--- config.mk ---
export PLATFORM = sky130hd
export DESIGN_NAME = bitcoin_job_host
export DESIGN_NICKNAME = d
export VERILOG_FILES = /design/src/rtl/bitcoin_pkg.sv /design/src/rtl/bitcoin_job_host.sv
export SDC_FILE = /design/constraint.sdc
export NUM_CORES = 1
export LEC_CHECK = 0
export CORE_MARGIN = 5
export CORE_UTILIZATION = 45
export DETAILED_ROUTE_END_ITERATION = 16
export GPL_ROUTABILITY_DRIVEN = 0
export PLACE_DENSITY = 0.74
export REMOVE_ABC_BUFFERS = 1
export SLEW_MARGIN = 20
export SYNTH_ARGS = -nofsm -noshare
export SYNTH_HDL_FRONTEND = slang
export SYNTH_SLANG_ARGS = --single-unit
--- constraint.sdc ---
create_clock -name clk -period 3.05 [get_ports clk]
set_input_delay 0.61 -clock clk [delete_from_list [all_inputs] [get_ports clk]]
set_output_delay 0.61 -clock clk [all_outputs]
set_load 0.005 [all_outputs]
--- src/rtl/bitcoin_pkg.sv ---
// bitcoin_pkg: shared types, defaults and host state encoding for the bitcoin hash host
package bitcoin_pkg;
  localparam int NUM_NONCES_DEF = 16;
  localparam int NUM_WORDS_DEF = 20;
  typedef logic [31:0] word_t;
  typedef logic [15:0] addr_t;
  typedef enum logic [3:0] {
    IDLE, LOAD, LAST_WR, START, WAIT_LOW, WAIT_HIGH, RD_ADDR, RD_DATA, EMIT
  } host_state_t;
endpackage

--- src/rtl/bitcoin_job_host.sv ---
// bitcoin_job_host: loads a header job into shared memory, runs the hash core, streams back H0 per nonce and the minimum
module bitcoin_job_host
  import bitcoin_pkg::*;
#(
  parameter int NUM_NONCES = NUM_NONCES_DEF,
  parameter int NUM_WORDS = NUM_WORDS_DEF,
  parameter int IDX_W = $clog2(NUM_NONCES)
) (
  input  logic             clk,
  input  logic             reset_n,
  input  logic [15:0]      msg_base,
  input  logic [15:0]      out_base,
  input  logic             job_valid,
  input  logic [31:0]      job_data,
  output logic             job_ready,
  output logic             core_start,
  input  logic             core_done,
  output logic [15:0]      core_message_addr,
  output logic [15:0]      core_output_addr,
  output logic             mem_owner,
  output logic             mem_we,
  output logic [15:0]      mem_addr,
  output logic [31:0]      mem_write_data,
  input  logic [31:0]      mem_read_data,
  output logic             res_valid,
  output logic [31:0]      res_data,
  output logic [IDX_W-1:0] res_index,
  input  logic             res_ready,
  output logic             best_valid,
  output logic [31:0]      best_hash,
  output logic [IDX_W-1:0] best_nonce,
  output logic             busy
);
  localparam int WC_W = $clog2(NUM_WORDS);
  host_state_t state, state_n;
  logic [WC_W-1:0] wcnt;
  logic accept, xfer, last_j;
  assign accept = job_valid && job_ready;
  assign xfer = res_valid && res_ready;
  assign last_j = res_index == IDX_W'(NUM_NONCES - 1);
  always_ff @(posedge clk or negedge reset_n)
    if (!reset_n) state <= IDLE;
    else state <= state_n;
  always_comb begin
    state_n = state;
    case (state)
      IDLE:      state_n = accept ? LOAD : IDLE;
      LOAD:      state_n = (accept && wcnt == WC_W'(NUM_WORDS - 2)) ? LAST_WR : LOAD;
      LAST_WR:   state_n = START;
      START:     state_n = WAIT_LOW;
      WAIT_LOW:  state_n = core_done ? WAIT_LOW : WAIT_HIGH;
      WAIT_HIGH: state_n = core_done ? RD_ADDR : WAIT_HIGH;
      RD_ADDR:   state_n = RD_DATA;
      RD_DATA:   state_n = EMIT;
      EMIT:      state_n = xfer ? (last_j ? IDLE : RD_ADDR) : EMIT;
      default:   state_n = IDLE;
    endcase
  end
  always_comb begin
    job_ready = state == IDLE || state == LOAD;
    core_start = state == START;
    mem_owner = !(state inside {START, WAIT_LOW, WAIT_HIGH});
    res_valid = state == EMIT;
    busy = state != IDLE;
  end
  // The port address is registered, so it is loaded on the edge that enters each write or RD_ADDR cycle
  always_ff @(posedge clk or negedge reset_n)
    if (!reset_n) begin
      mem_we <= 1'b0;
      mem_addr <= '0;
      mem_write_data <= '0;
      wcnt <= '0;
      core_message_addr <= '0;
      core_output_addr <= '0;
      res_index <= '0;
      res_data <= '0;
      best_valid <= 1'b0;
    end else begin
      mem_we <= accept;
      if (accept) begin
        mem_addr <= state == IDLE ? msg_base : core_message_addr + addr_t'(wcnt);
        mem_write_data <= job_data;
        wcnt <= state == IDLE ? WC_W'(1) : wcnt + WC_W'(1);
      end
      if (accept && state == IDLE) begin
        core_message_addr <= msg_base;
        core_output_addr <= out_base;
        best_valid <= 1'b0;
      end
      if (state == WAIT_HIGH && core_done) begin
        res_index <= '0;
        mem_addr <= core_output_addr;
      end
      if (state == RD_DATA) res_data <= mem_read_data;
      if (state == EMIT && xfer) begin
        if (last_j) best_valid <= 1'b1;
        else begin
          res_index <= res_index + IDX_W'(1);
          mem_addr <= core_output_addr + addr_t'(res_index) + 16'd1;
        end
      end
    end
  // Strict compare keeps the earlier index on ties
  always_ff @(posedge clk or negedge reset_n)
    if (!reset_n) begin
      best_hash <= '0;
      best_nonce <= '0;
    end else if (state == RD_DATA && (res_index == '0 || mem_read_data < best_hash)) begin
      best_hash <= mem_read_data;
      best_nonce <= res_index;
    end
endmodule

==> out/metrics.yaml <==
synthesis:
  synth.largest_area_cell: "dfrtp_1"
  synth.distinct_cells: 65
  yosys_warnings: 0
  synth.area.top_cells: "dfrtp_1 50%, mux2_2 13%, ha_1 6.7%"
  synth_cells: 767
  synth_seq_cells: 163
  ys.flop_type: "dfrtp_1"
  synth_area_um2: 8190
  async_flop_share_pct: 100
  ys_seq_area_share_pct: 49.8
  synth_top_area_share_pct: 49.8
  synth-edff-count: 0
  syn_avg_cell_area_um2: 10.7
place:
  placed_cells: 1257
  dp_hpwl_mm: 17.4
  pre_cts_slack_ns: -0.166
  numPortBuffers: 259
layout:
  diodes: 0
  drive_above_1_share_pct: 16.1
  fin_util_pct: 66.2
  nFillCells: 1434
  stdcell_count: 1289
  area_growth_pct: 45.1
  fin_nets: 1194
pwr:
  seqPwrFrac_pct: 32.9
  intPower_mw: 8.24
  power_frac_clock_pct: 18.8
  p_leak_nw: 5.24
  power_density_nw_per_um2: 1050
  vdd_drop_max_mv: 0.512
  p_comb_share_pct: 48.3
  swShare_pct: 34.3
  switching_power_mw: 4.30
worst_setup_path:
  endpoint_kind: "primary output"
  cp-start-kind: "flip-flop"
  cp.arrival_ns: 2.22
  critical_path_buf_inv_count: 1
  slowest_delay_ns: 0.67
  r2r_start: "res_index[1]"
  critPathSlowestCell: "clkdlybuf4s50_1"
  cp_top_family: "buffers and inverters"
  timing.reg2reg.worst_path_depth: 9
  path_cells: "nor4b_1 > clkdlybuf4s50_1"
  crit_cells: 2
  worstPathRequired_ns: 2.44
  critPathMaxFanout: 11
  r2r_setup_slack_ns: 0.45
  reg2reg_to: "best_hash[9]"
  critPathKind: "flip-flop to primary output"
routing:
  antenna_left: 0
  drtIter0Drc: 280
  drt_wl_total_mm: 23.2
  drt-vias-per-instance: 5.32
  wl_per_cell_um: 18.0
  vias: 6856
  drtPass1Iterations: 5
  drc: 0
sta:
  rsz0062_at_grt: "no"
  layout_setup_ws_ns: 0.218
  finClkSkew_ns: 0.00955
  fin_crit_sh_pct: 92.9
  maxSlewHeadroom_pct: 52.3
  worstMarginPinSlew_ns: 0.706
  fmax_mhz: 353
  period_minus_slack_ns: 2.83
  setup_violations: 0
  slew_violations: 0
  hold_viol: 0
run_status:
  outcome: "completed"
die:
  die-area_um2: 21000
  rows: 49
  die_width_um: 145
  coreArea_um2: 18000
  io_pins: 260
  initial_core_util_pct: 45.6
  fp.dieH_um: 145
clock_tree:
  clk_path_buf_depth: 2
  hold_buffers: 0
  clk_latency_ns: 0.42
  cts_root_buffer: "clkbuf_16"
  cts_num_sinks: 163
  path_clk_slew_ns: 0.07
  ctsHtreeMaxLevel: 4
  cts_made_buffers: 17
  cts_resized: 0
  cts_setup_buffers: 0
  tritoncts: "yes"
grt:
  grt_pass1_vias: 7040
  grt_max_degree: 65
  grt_usage_pct: 21.9
  grt_first_pass_wirelength_mm: 37.8
  grt_antenna_before_repair: 1
  gr-total-overflow: 0
worst_hold_path:
  holdCritPathClass: "input pin to asynchronous set/reset pin"
job:
  maxCapViolCount: 0
[cell families (layout without fill, tap and decap cells)]
kind of cell    after synthesis  in the layout  share of synthesized area (%)
compound gates              144            144                           11.4
simple gates                227            227                           12.8
fa+ha+maj                    46             46                           7.21
mux                         101            101                           13.8
xor+xnor                      9              9                          0.963
flops                       163            163                           49.8
buf+inv                      77            370                           4.06
[cell type report]
type / count / area (um^2) / area share, %
flip-flops and latches: 163 / 4080 / 34.3
inverters: 43 / 166 / 1.40
multi-input cells: 527 / 3780 / 31.8
clock buffers: 22 / 484 / 4.07
repair buffers: 295 / 2910 / 24.5
well taps: 229 / 287 / 2.41
clock inverters: 10 / 170 / 1.43
[sequential cells by signal, summed over array words and instances (netlist names)]
signal	flops
mem_we	1
res_index	4
best_valid	1
core_output_addr	16
best_hash	32
best_nonce	4
wcnt	5
mem_write_data	32
core_message_addr	16
res_data	32
state	4
mem_addr	16
[worst max-delay path by stage]
stage	start	endpoint	slack (ns)
3_5_place_dp	mem_read_data[7]	best_hash[9]	-0.17
6_report	state[3]	res_valid	0.22
4_1_cts	state[3]	res_valid	0.18
3_3_place_gp	mem_read_data[7]	best_hash[4]	-0.15
2_1_floorplan	job_valid	mem_addr[12]	-1.12
5_1_grt	state[3]	res_valid	0.02
[power by group through the flow]
stage / combinational, mW / clock (mW) / sequential, mW
2_1_floorplan: 2.72 / 0 / 4.09
3_3_place_gp: 5.99 / 0 / 4.11
3_5_place_dp: 6.11 / 0 / 4.15
4_1_cts: 6.15 / 2.41 / 4.13
5_1_grt: 6.67 / 2.49 / 4.28
6_report: 6.06 / 2.35 / 4.13
[per-layer routing]
metal / wire, um / global-route usage (%) / vias up
li1: - / - / 3288
met1: 9820 / 28.0 / 3282
met2: 11000 / 35.6 / 259
met3: 2040 / 7.61 / 25
met4: 346 / 5.98 / 2
met5: 20 / 0 / -
[per-stage QoR]
step	total power [mW]	instance area (um^2)	hold slack (ns)	TNS, ns
finish	12.5	11900	0.175	0
global route	13.4	11900	0.224	0
CTS	12.7	11900	0.191	0
detailed placement	10.3	11200	0.461	-4.72
global placement	10.1	11200	0.457	-4.21
floorplan	6.81	8020	0.314	-53.00
[cells in the mapped netlist, types with 4 or more instances]
master and n:
and4_1 6, nand4_1 5, a211oi_1 8, nand3_1 16, mux2i_1 4, nand2_1 141
o31ai_1 4, or3_1 4, nor2_1 16, o21a_1 5, nor3_1 9, a21o_1 5
xnor2_1 7, a221oi_1 11, mux2_2 96, dfrtp_1 163, clkbuf_1 19, and3_1 6
inv_1 42, o21ai_0 33, nor4_1 4, ha_1 44, o22ai_1 4, a21oi_1 42
a31oi_1 5, buf_2 7
[placed cells by master (no fill, tap or decap), drive strengths merged, types with 3 or more instances in the layout]
cell type / netlist / routed
a211oi: 9 / 9
a21o: 5 / 5
a21oi: 42 / 42
a221oi: 11 / 11
a31oi: 5 / 5
and3: 6 / 6
and4: 6 / 6
buf: 15 / 37
bufinv: 0 / 4
clkbuf: 19 / 22
clkdlybuf4s50: 0 / 258
clkinv: 1 / 4
dfrtp: 163 / 163
ha: 44 / 44
inv: 42 / 43
mux2: 97 / 97
mux2i: 4 / 4
nand2: 142 / 142
nand2b: 4 / 4
nand3: 16 / 16
nand4: 5 / 5
nor2: 16 / 16
nor3: 10 / 10
nor3b: 3 / 3
nor4: 4 / 4
o211ai: 3 / 3
o21a: 5 / 5
o21ai: 34 / 34
o22ai: 4 / 4
o31a: 3 / 3
o31ai: 4 / 4
o32ai: 3 / 3
or3: 4 / 4
xnor2: 7 / 7
Note: power is estimated with default switching activity, not from simulation.
